$ cat src/rtl/imm_ext_pkg.sv
// Shared constants for the immediate-extension unit: mode encoding and
// instruction field positions.
package imm_ext_pkg;

  localparam int MODE_W = 3;

  typedef enum logic [MODE_W-1:0] {
    ALU_IMM    = 3'd0,
    DT_ADDR    = 3'd1,
    B_ADDR     = 3'd2,
    CB_ADDR    = 3'd3,
    IW_MOV     = 3'd4,
    ALU_IMM_SH = 3'd5
  } imm_mode_e;

  localparam int IMM12_MSB = 21;
  localparam int IMM12_LSB = 10;
  localparam int DT_MSB    = 20;
  localparam int DT_LSB    = 12;
  localparam int B_MSB     = 25;
  localparam int B_LSB     = 0;
  localparam int CB_MSB    = 23;
  localparam int CB_LSB    = 5;
  localparam int IW_MSB    = 20;
  localparam int IW_LSB    = 5;
  localparam int HW_MSB    = 22;
  localparam int HW_LSB    = 21;
  localparam int SH_BIT    = 22;

endpackage

$ cat src/rtl/imm_ext_pipe_if.sv
// Valid/ready bundle between the decoder front end and the immediate unit.
interface imm_ext_pipe_if
  import imm_ext_pkg::*;
#(
  parameter int DATA_W = 64
);
  logic              in_valid;
  logic              in_ready;
  logic [31:0]       in_instr;
  logic [MODE_W-1:0] in_mode;
  logic              out_valid;
  logic              out_ready;
  logic [DATA_W-1:0] out_imm;
  logic              out_err;

  modport master (
    output in_valid, in_instr, in_mode, out_ready,
    input  in_ready, out_valid, out_imm, out_err
  );

  modport slave (
    input  in_valid, in_instr, in_mode, out_ready,
    output in_ready, out_valid, out_imm, out_err
  );
endinterface

$ cat src/rtl/imm_ext_core.sv
// Combinational immediate extraction: builds a 64-bit result, then truncates
// to DATA_W. Illegal modes and unreachable halfword shifts force imm to 0.
module imm_ext_core
  import imm_ext_pkg::*;
#(
  parameter int DATA_W   = 64,
  parameter bit SCALE_BR = 1'b1
) (
  input  logic [31:0]       i_instr,
  input  logic [MODE_W-1:0] i_mode,
  output logic [DATA_W-1:0] o_imm,
  output logic              o_err
);

  localparam int DT_W = DT_MSB - DT_LSB + 1;
  localparam int B_W  = B_MSB - B_LSB + 1;
  localparam int CB_W = CB_MSB - CB_LSB + 1;
  localparam int IW_W = IW_MSB - IW_LSB + 1;
  localparam int I12W = IMM12_MSB - IMM12_LSB + 1;

  logic [63:0] w_ext;
  logic        w_err;
  logic [11:0] w_imm12;
  logic        w_unused;

  assign w_imm12  = i_instr[IMM12_MSB:IMM12_LSB];
  assign w_unused = ^i_instr[31:B_MSB+1];

  always_comb begin
    w_ext = '0;
    w_err = 1'b0;
    case (imm_mode_e'(i_mode))
      ALU_IMM: w_ext = {{(64-I12W){1'b0}}, w_imm12};
      DT_ADDR: w_ext = {{(64-DT_W){i_instr[DT_MSB]}}, i_instr[DT_MSB:DT_LSB]};
      B_ADDR: begin
        w_ext = {{(64-B_W){i_instr[B_MSB]}}, i_instr[B_MSB:B_LSB]};
        if (SCALE_BR) w_ext = w_ext << 2;
      end
      CB_ADDR: begin
        w_ext = {{(64-CB_W){i_instr[CB_MSB]}}, i_instr[CB_MSB:CB_LSB]};
        if (SCALE_BR) w_ext = w_ext << 2;
      end
      IW_MOV: begin
        w_ext = {{(64-IW_W){1'b0}}, i_instr[IW_MSB:IW_LSB]} << {i_instr[HW_MSB:HW_LSB], 4'b0000};
        // Halfwords 2 and 3 fall entirely outside a 32-bit result
        if (DATA_W == 32 && i_instr[HW_MSB]) w_err = 1'b1;
      end
      ALU_IMM_SH: begin
        if (i_instr[SH_BIT]) w_ext = {{(52-I12W){1'b0}}, w_imm12, 12'b0};
        else                 w_ext = {{(64-I12W){1'b0}}, w_imm12};
      end
      default: w_err = 1'b1;
    endcase
    if (w_err) w_ext = '0;
  end

  assign o_imm = w_ext[DATA_W-1:0];
  assign o_err = w_err;

endmodule

$ cat src/rtl/imm_ext_pipe.sv
// Registered immediate-extension stage: main output register plus one skid
// entry so a stalled consumer never causes an accepted instruction to be lost.
module imm_ext_pipe
  import imm_ext_pkg::*;
#(
  parameter int DATA_W   = 64,
  parameter bit SCALE_BR = 1'b1
) (
  input logic            clk,
  input logic            reset,
  input logic            flush,
  imm_ext_pipe_if.slave  bus
);

  logic [DATA_W-1:0] w_imm;
  logic              w_err;
  logic              w_in_fire;
  logic              w_out_fire;

  logic              r_main_valid;
  logic [DATA_W-1:0] r_main_imm;
  logic              r_main_err;
  logic              r_skid_valid;
  logic [DATA_W-1:0] r_skid_imm;
  logic              r_skid_err;

  imm_ext_core #(
    .DATA_W   (DATA_W),
    .SCALE_BR (SCALE_BR)
  ) u_core (
    .i_instr (bus.in_instr),
    .i_mode  (bus.in_mode),
    .o_imm   (w_imm),
    .o_err   (w_err)
  );

  // Ready depends only on stored state (and reset), never on out_ready
  assign bus.in_ready  = !r_skid_valid && !reset;
  assign w_in_fire     = bus.in_valid && bus.in_ready;
  assign w_out_fire    = r_main_valid && bus.out_ready;

  assign bus.out_valid = r_main_valid;
  assign bus.out_imm   = r_main_imm;
  assign bus.out_err   = r_main_err;

  always_ff @(posedge clk) begin
    if (reset) begin
      r_main_valid <= 1'b0;
      r_main_imm   <= '0;
      r_main_err   <= 1'b0;
      r_skid_valid <= 1'b0;
      r_skid_imm   <= '0;
      r_skid_err   <= 1'b0;
    end else if (flush) begin
      r_main_valid <= 1'b0;
      r_skid_valid <= 1'b0;
    end else if (!r_main_valid || w_out_fire) begin
      if (r_skid_valid) begin
        r_main_valid <= 1'b1;
        r_main_imm   <= r_skid_imm;
        r_main_err   <= r_skid_err;
        r_skid_valid <= 1'b0;
      end else if (w_in_fire) begin
        r_main_valid <= 1'b1;
        r_main_imm   <= w_imm;
        r_main_err   <= w_err;
      end else begin
        r_main_valid <= 1'b0;
      end
    end else if (w_in_fire) begin
      r_skid_valid <= 1'b1;
      r_skid_imm   <= w_imm;
      r_skid_err   <= w_err;
    end
  end

endmodule

$ cat src/flat_wrapper.sv
// flat-port wrapper written by rule: the top's interface ports become plain ports
module imm_ext_pipe_flat import imm_ext_pkg::*;
#(
  parameter int DATA_W   = 64,
  parameter bit SCALE_BR = 1'b1
)
  (clk, reset, flush, bus_in_valid, bus_in_instr, bus_in_mode, bus_out_ready, bus_in_ready, bus_out_valid, bus_out_imm, bus_out_err);
  imm_ext_pipe_if #(.DATA_W(DATA_W)) bus_i ();
  input logic clk;
  input logic reset;
  input logic flush;
  input wire logic [$bits(bus_i.in_valid)-1:0] bus_in_valid;
  input wire logic [$bits(bus_i.in_instr)-1:0] bus_in_instr;
  input wire logic [$bits(bus_i.in_mode)-1:0] bus_in_mode;
  input wire logic [$bits(bus_i.out_ready)-1:0] bus_out_ready;
  output wire logic [$bits(bus_i.in_ready)-1:0] bus_in_ready;
  output wire logic [$bits(bus_i.out_valid)-1:0] bus_out_valid;
  output wire logic [$bits(bus_i.out_imm)-1:0] bus_out_imm;
  output wire logic [$bits(bus_i.out_err)-1:0] bus_out_err;
  assign bus_i.in_valid = bus_in_valid;
  assign bus_i.in_instr = bus_in_instr;
  assign bus_i.in_mode = bus_in_mode;
  assign bus_i.out_ready = bus_out_ready;
  assign bus_in_ready = bus_i.in_ready;
  assign bus_out_valid = bus_i.out_valid;
  assign bus_out_imm = bus_i.out_imm;
  assign bus_out_err = bus_i.out_err;
  imm_ext_pipe #(.DATA_W(DATA_W), .SCALE_BR(SCALE_BR)) u_core (.clk(clk), .reset(reset), .flush(flush), .bus(bus_i));
endmodule
$ cat config.mk
export PLATFORM = sky130hd
export DESIGN_NAME = imm_ext_pipe_flat
export DESIGN_NICKNAME = d
export VERILOG_FILES = /design/src/rtl/imm_ext_pkg.sv /design/src/rtl/imm_ext_pipe_if.sv /design/src/rtl/imm_ext_core.sv /design/src/rtl/imm_ext_pipe.sv /design/src/flat_wrapper.sv
export SDC_FILE = /design/constraint.sdc
export NUM_CORES = 1
export LEC_CHECK = 0
export CAP_MARGIN = 30
export CORE_ASPECT_RATIO = 0.9
export CORE_UTILIZATION = 55
export DETAILED_ROUTE_END_ITERATION = 16
export PLACE_DENSITY = 0.82
export SLEW_MARGIN = 20
export SYNTH_ARGS = -nofsm -noshare
export SYNTH_HDL_FRONTEND = slang
export SYNTH_HIERARCHICAL = 1
export SYNTH_SLANG_ARGS = --single-unit
$ cat constraint.sdc
create_clock -name clk -period 3.09 [get_ports clk]
set_clock_uncertainty 0.2 [all_clocks]
set_input_delay 0.7725 -clock clk [delete_from_list [all_inputs] [get_ports clk]]
set_output_delay 0.7725 -clock clk [all_outputs]
set_load 0.01 [all_outputs]
==> impl_metrics.toml, run 1 <==
[synthesis]
synth.avg_cell_area_um2 = 8.77
yosysTopAreaCell = "dfxtp_1"
yosys_warnings = 6
synth_top_area_share_pct = 35.6
synthesis.nets = 886
netlist_top_cells_area = "dfxtp_1, mux2i_1, mux2_2"
syn-cell-area_um2 = 7420
synth.distinct_cells = 43
ys_seq_elements = 132
synthCells = 846
ys_seq_area_share_pct = 35.6

[final_layout]
drive_gt1_share_pct = 16.8
mostFrequentLayoutCells = "dfxtp_1, clkdlybuf4s50_1, a21oi_1"
n_antenna_cell = 0
fill_cells = 991
multiInputGateArea_um2 = 4240
areaGrowthSynthToFinish_pct = 23.0
fin_nets = 958
regArea_um2 = 2650
layout_commonest_cell = "dfxtp_1"
design_area_um2 = 9130

[critical_path]
endpoint_kind = "flip-flop"
path_class = "input port to flip-flop"
cpMostUsedCell = "mux2i_1"
reg2reg_slack_ns = 1.00
cpMaxStageDelayCell = "clkdlybuf4s50_1"
path_cells = "clkdlybuf4s50_1 -> buf_4 -> mux2i_1 -> a211oi_4 -> buf_12 -> a21o_1 -> mux2i_1 -> nor2_1 -> mux2_2"
critPathRequiredTime_ns = 3.20
arrival_ns = 2.87
worst_setup_path_start_kind = "input port"
crit_fanout = 37
slowest_delay_ns = 0.46

[drt]
firstDrtPassIters = 6
ant_nets = 0
drt_iter0_markers = 606
wl_per_cell_um = 17.5
vias = 6523
drcViolationCount = 0
via_per_inst = 5.97
drt_wl_total_um = 19100

[floorplan]
num_rows = 39
die_w_um = 124
dieHeight_um = 112
initial_core_util_pct = 57.4
core_um2 = 12900
boundaryPins = 107
design.die.area_um2 = 14000

[clocking]
cts_tree = "done"
cts_max_level = 4
post_cts_buffers = 0
cts_max_path_buffers = 2
root_buffer = "clkbuf_16"
cts_resized = 0
insertion_delay_ns = 0.42
cts-buffers-inserted = 17
ctsHoldBuffers = 0
path_clk_slew_ns = 0.05
cts_sinks = 132

[job]
cap_violations = 0

[sta]
final_max_slew_viol_count = 0
setup_viol = 0
rsz0062_at_grt = "no"
worstMarginPinSlew_ns = 0.829
post-route-min-period_ns = 2.76
timing.setup.tns_ns = 0
finalCritPeriodShare_pct = 89.4
slew_headroom_pct = 44.7
fmax_mhz = 362
final_hold_viol_count = 0
fin_ws_ns = 0.326

[worst_hold_path]
hold_path.class = "flip-flop to flip-flop"

[global_route]
grt_pass1_vias = 5938
overflow = 0
grt_pass1_wl_um = 30700
grt_max_degree = 82
antenna_found_initial = 1
grt_usage_pct = 27.6

[pwr]
power.density_nw_per_um2 = 453
max-vdd-ir-drop_mv = 0.358
leakage_nw = 3.52

[placement]
dp_hpwl_um = 12100
gp_congestion = 0.902
dpl_cell_area_um2 = 8580
preCtsSetupSlack_ns = -0.0609
port_buffers = 100

[status]
status = "finished, final reports clean"
[state kept, by name, summed over array words and instances, names as in the netlist]
name	flops
u_core/r_skid_err	1
u_core/r_skid_valid	1
u_core/bus.out_imm	64
u_core/bus.out_valid	1
u_core/bus.out_err	1
u_core/r_skid_imm	64
[per-layer routing]
layer	wire length, µm	vias to the layer above	GRT usage (%)
met3	1600	41	6.86
met5	0	-	0
met4	534	0	12.4
li1	-	3150	-
met1	8330	3066	36.6
met2	8680	266	42.7
[worst max-delay path: cells and delay by family]
| family | cells | cell delay, ns |
|---|---|---|
| multiplexers | 3 | 0.88 |
| buffers and inverters | 3 | 0.83 |
| AND/OR/NAND/NOR | 1 | 0.07 |
| AO/OA/AOI/OAI | 2 | 0.30 |
[layout make-up]
cell class	count	share of cell area [%]
Inverter	4	0.164
Clock buffer	26	5.69
Clock inverter	3	0.219
Sequential cell	132	29.0
Tap cell	164	2.25
Timing Repair Buffer	150	16.2
Multi-Input combinational cell	613	46.5
[cell families (layout without fill, tap and decap cells)]
family	after synthesis	after routing	synth area share, %
and+or+nand+nor	244	244	17.5
AOI/OAI and AO/OA	228	228	18.9
DFF	132	132	35.6
muxes	141	141	20.4
buffers and inverters	101	183	7.47
[cells in the mapped netlist, drive strengths merged]
master	n
a211oi	2
nand2	8
clkbuf	40
nand3	65
inv	4
and2	4
nor4	1
and3b	1
a221o	14
o21ai	69
nand4b	1
a21o	38
nor2b	70
or4b	1
mux2	65
nor2	73
a31oi	1
nor3	2
o211ai	7
buf	57
a21oi	76
nor4b	1
o22ai	2
nor3b	2
or3b	2
o2bb2ai	2
dfxtp	132
a211o	1
or3	2
nand3b	1
nand2b	9
a22oi	9
o221ai	7
or2	1
mux4	2
mux2i	74
[stage by stage]
stage	std cells	total power, mW	util, %	hold slack, ns
after floorplan	846	2.13	-	0.254
after global placement	1062	2.33	66.4	0.260
after detailed placement	1062	2.33	66.4	0.266
after CTS	1091	4.16	70.5	0.273
after global routing	1092	4.30	70.6	0.289
final	1092	4.14	70.6	0.272
[power by group]
part           total [mW]  internal, mW  switching (mW)
clock network        1.83          1.14           0.691
logic               0.573         0.256           0.317
registers            1.74          1.73          0.0113
[final timing paths]
path	cells after the start	from	endpoint
worst max register to register	4	u_core/r_skid_valid	u_core/bus.out_imm[25]
worst min-delay path	2	u_core/r_skid_imm[21]	u_core/r_skid_imm[21]
worst max-delay path	9	bus_in_mode[1]	u_core/bus.out_imm[37]
worst min register to register	2	u_core/r_skid_imm[21]	u_core/r_skid_imm[21]
Power figures use the tool's default switching activity.
==> inputs of run 2 (changes only) <==
- ABC_AREA: unset -> 1
- CORE_UTILIZATION: 55 -> 56
- HOLD_SLACK_MARGIN: unset -> 0.08
==> run 2 against run 1 <==
Against the previous run: wire length is 16% higher; first-iteration DRC count up 46%; die area up 9.5%; highest routed layer unchanged; setup slack got worse by 0.21 ns; sequential share of layout area decreased by 2.2 points; count of clock-buffer cells in the layout shrank 5; synthesized cell count up 73%; critical path depth decreased by 6; final cell count rose by 56%; critical path type is now input port to output port.
==> impl_metrics.toml, run 2 <==
[drt]
ant_nets = 0
firstDrtPassIters = 5
wl_per_cell_um = 13.1
drcViolationCount = 0
drt_wl_total_um = 22200
vias = 8808
via_per_inst = 5.18
drt_iter0_markers = 886

[placement]
gp_congestion = 0.898
port_buffers = 100
dpl_cell_area_um2 = 9290
preCtsSetupSlack_ns = -0.0293
dpl.cell_count = 1670
dp_hpwl_um = 13700

[synthesis]
synth_edf_count = 0
yosysTopAreaCell = "dfxtp_1"
yosys_warnings = 6
ys_seq_elements = 132
netlist_top_cells_area = "dfxtp_1, nor2_1, nand2_1"
synth.distinct_cells = 23
synth.avg_cell_area_um2 = 5.66
ys.flop_type = "dfxtp_1"
syn-cell-area_um2 = 8290
ys_async_sr_fraction_pct = 0
synth_commonest_cells = "nor2_1, nand2_1, nand3_1, inv_1, dfxtp_1"
synth_top_area_share_pct = 31.9
ys_seq_area_share_pct = 31.9
synthesis.nets = 1504
synth_most_common_cell = "nor2_1"
synthCells = 1464

[critical_path]
cpMostUsedCell = "clkdlybuf4s50_1"
arrival_ns = 2.00
worst_setup_path_start_kind = "input port"
critPathRequiredTime_ns = 2.12
crit_fanout = 4
path_class = "input port to output port"
endpoint_kind = "output port"
path_cells = "clkdlybuf4s50_1 -> nor2_2 -> clkdlybuf4s50_1"
cpMaxStageDelayCell = "clkdlybuf4s50_1"
worst-path-buf-inv = 2
slowest_delay_ns = 0.54
critical_path.top_delay_family = "buffers and inverters"

[floorplan]
design.die.area_um2 = 15300
boundaryPins = 107
core_um2 = 14200
initial_core_util_pct = 58.3
num_rows = 41
die_w_um = 130
dieHeight_um = 117

[sta]
rsz0062_at_grt = "no"
setup_viol = 0
fin_ws_ns = 0.121
holdWs_ns = 0.276
fmax_mhz = 337
worstMarginPinSlew_ns = 0.850
slew_headroom_pct = 43.2
final_hold_viol_count = 0
timing.setup.tns_ns = 0
final_max_slew_viol_count = 0
finalCritPeriodShare_pct = 96.1
post-route-min-period_ns = 2.97

[global_route]
grt_pass1_vias = 7479
antenna_found_initial = 0
grt_max_degree = 131
overflow = 0
grt_pass1_wl_um = 36200
grt_usage_pct = 29.6

[pwr]
leakage_nw = 4.97
max-vdd-ir-drop_mv = 0.340
power.density_nw_per_um2 = 458
p_total_mw = 4.52

[final_layout]
layout_commonest_cell = "nor2_1"
design_area_um2 = 9870
areaGrowthSynthToFinish_pct = 19.1
fin_nets = 1536
drive_gt1_share_pct = 5.70
mostFrequentLayoutCells = "nor2_1, nand2_1, nand3_1"
final_core_util_pct = 69.5
fill_cells = 1313
fin_cells = 1701
multiInputGateArea_um2 = 4450
regArea_um2 = 2650
n_antenna_cell = 0

[clocking]
path_clk_slew_ns = 0.06
cts_resized = 0
cts-buffers-inserted = 17
insertion_delay_ns = 0.42
cts_max_level = 4
cts_tree = "done"
root_buffer = "clkbuf_16"
cts_sinks = 132
cts_max_path_buffers = 2
post_cts_buffers = 0
ctsHoldBuffers = 0

[worst_hold_path]
hold_path.class = "flip-flop to flip-flop"

[job]
cap_violations = 0

[status]
status = "finished, final reports clean"
run 2: changes by cell type after synthesis, sizes merged, moves of 70 or more:
cell | previous run | this run
nor2b | 70 | 0
mux2i | 74 | 0
nor2 | 73 | 461
nand2 | 8 | 343
inv | 4 | 153
nand3 | 65 | 172
run 2: kinds of logic after synthesis:
family / after synthesis / share of synthesized area (%)
AO/OA/AOI/OAI: 17 / 1.10
buffers and inverters: 276 / 14.9
flip-flops: 132 / 31.9
AND/OR/NAND/NOR: 1039 / 52.1
run 2: path summary, 6_finish.rpt:
kind                                             start                     end  slack [ns]  cells after the start
worst min-delay path            u_core/bus.out_imm[50]  u_core/bus.out_imm[50]        0.28                      2
worst min register to register  u_core/bus.out_imm[50]  u_core/bus.out_imm[50]        0.28                      2
worst max register to register    u_core/bus.out_valid   u_core/bus.out_imm[4]        0.98                      6
worst max-delay path                             reset            bus_in_ready        0.12                      3
run 2: per-layer routing:
layer	part of all wire (%)	wire, µm	global-route usage [%]	up-vias
li1	-	-	-	4522
met1	45	10000	40.3	3950
met2	46	10300	46.8	313
met3	6.9	1540	5.98	23
met4	1.4	301	8.28	0
met5	0	0	0	-
run 2: final cells by class:
| class | count | share of cell area, % |
|---|---|---|
| clock buffers | 21 | 4.98 |
| clock inverters | 10 | 0.988 |
| inverters | 154 | 5.89 |
| multi-input cells | 1056 | 45.1 |
| flip-flops and latches | 132 | 26.8 |
| well taps | 193 | 2.45 |
| repair buffers | 135 | 13.8 |
run 2: where the power goes:
group	switching, mW	internal (mW)
registers	0.0235	1.75
clock network	0.782	1.22
logic	0.464	0.287
run 2: worst register-to-register path, stage by stage (launching register included):
cell and delay [ns]:
dfxtp_1 0.35, nand2_1 0.11, nand2_1 0.09, nor2_4 0.67, buf_4 0.44, nor2_1 0.10
nor2_1 0.10
==> inputs of run 3 (changes only) <==
- CORE_ASPECT_RATIO: 0.9 -> unset
==> run 3 against run 2 <==
Against the previous run: sequential cell count did not move; first-iteration DRC count fell by 3.6%; die area barely moved; total power rose by 1.5%; global-route usage fell by 0.054 points; sequential share of layout area fell by 0.051 points; non-clock buffer count rose by 1; worst hold slack barely moved; count of clock-buffer cells in the layout rose by 2; sequential power barely moved; wire length fell by 2.5%; critical path depth did not move; critical endpoint unchanged; highest routed layer unchanged.
==> impl_metrics.toml, run 3 (same netlist as run 2, synthesis figures left out) <==
[drt]
firstDrtPassIters = 8
drcViolationCount = 0
drt_wl_total_um = 21600
wl_per_cell_um = 12.8
drt_iter0_markers = 854
vias = 8723
ant_nets = 0
via_per_inst = 5.15

[clocking]
ctsHoldBuffers = 0
insertion_delay_ns = 0.43
cts_max_level = 4
cts_sinks = 132
cts-buffers-inserted = 17
cts_tree = "done"
post_cts_buffers = 0
root_buffer = "clkbuf_16"
path_clk_slew_ns = 0.05
cts_max_path_buffers = 2
cts_resized = 0

[final_layout]
layout_commonest_cell = "nor2_1"
design_area_um2 = 9890
multiInputGateArea_um2 = 4450
areaGrowthSynthToFinish_pct = 19.4
fin_nets = 1537
fill_cells = 1362
fin_cells = 1694
regArea_um2 = 2650
drive_gt1_share_pct = 5.63
n_antenna_cell = 0
mostFrequentLayoutCells = "nor2_1, nand2_1, nand3_1"

[floorplan]
initial_core_util_pct = 57.3
design.die.area_um2 = 15300
boundaryPins = 107
num_rows = 44
core_um2 = 14500
die_w_um = 124
dieHeight_um = 124

[worst_hold_path]
hold_path.class = "flip-flop to flip-flop"
hold_path_depth = 2

[sta]
slew_headroom_pct = 54.2
rsz0062_at_grt = "no"
final_max_slew_viol_count = 0
final_hold_viol_count = 0
fmax_mhz = 349
worstMarginPinSlew_ns = 0.687
setup_viol = 0
post-route-min-period_ns = 2.87
finalCritPeriodShare_pct = 92.8

[global_route]
grt_usage_pct = 29.5
grt_pass1_wl_um = 35500
antenna_found_initial = 0
overflow = 0
grt_max_degree = 131
grt_pass1_vias = 7590

[placement]
dp_hpwl_um = 13500
dpl_cell_area_um2 = 9260
gp_congestion = 0.943
dpl.cell_count = 1661
port_buffers = 100

[critical_path]
crit_fanout = 3
worst_setup_path_start_kind = "input port"
arrival_ns = 1.90
reg2reg_depth = 6
endpoint_kind = "output port"
path_class = "input port to output port"
critPathRequiredTime_ns = 2.12

[pwr]
leakage_nw = 5.00
power.density_nw_per_um2 = 464
p_total_mw = 4.59
max-vdd-ir-drop_mv = 0.302

[job]
cap_violations = 0

[status]
status = "finished, final reports clean"
## run 3: cell types whose count changed in the layout (fill, tap and decap cells not counted), sizes merged
cell	previous run	this run
buf	35	36
bufinv	1	3
clkinvlp	3	1
clkbuf	21	23
inv	153	152
## run 3: per-stage QoR
step | utilization [%] | hold slack, ns | TNS (ns) | worst slack [ns]
5_1_grt | 68.3 | 0.298 | 0 | 0.156
2_1_floorplan | - | 0.254 | 0 | 0.891
4_1_cts | 68.1 | 0.283 | 0 | 0.216
3_3_place_gp | 64.0 | 0.260 | -1.27 | -0.0544
6_report | 68.3 | 0.276 | 0 | 0.222
3_5_place_dp | 64.0 | 0.270 | -1.12 | -0.0656
## run 3: report_power, final
part           leakage, nW  internal, mW  switching (mW)
Clock                0.297          1.33           0.742
Combinational         3.63         0.287           0.460
Sequential            1.07          1.75          0.0239
## run 3: per-layer routing
layer | part of all wire, % | global-route usage (%) | up-vias
met1 | 44 | 38.6 | 3862
met3 | 7.1 | 5.77 | 42
met2 | 47 | 47.7 | 300
met4 | 2.2 | 11.3 | 0
li1 | - | - | 4519
met5 | 0 | 0 | -
## run 3: layout make-up
cell class / instances / share of cell area, %
inverter: 154 / 5.88
multi-input combinational: 1056 / 45.0
tap: 184 / 2.33
timing repair buffer: 136 / 13.9
clock buffer: 23 / 4.83
clock inverter: 9 / 1.28
sequential: 132 / 26.7
## run 3: critical path, stage by stage
cell,delay [ns]
clkdlybuf4s50_1,0.47
nor2_2,0.12
clkdlybuf4s50_1,0.54
## run 3: path summary, 6_finish.rpt
kind / from / to / slack (ns)
hold reg to reg: u_core/bus.out_imm[49] / u_core/bus.out_imm[49] / 0.28
setup reg to reg: u_core/r_skid_valid / u_core/bus.out_imm[42] / 1.24
setup / recovery: reset / bus_in_ready / 0.22
hold / removal: u_core/bus.out_imm[49] / u_core/bus.out_imm[49] / 0.28
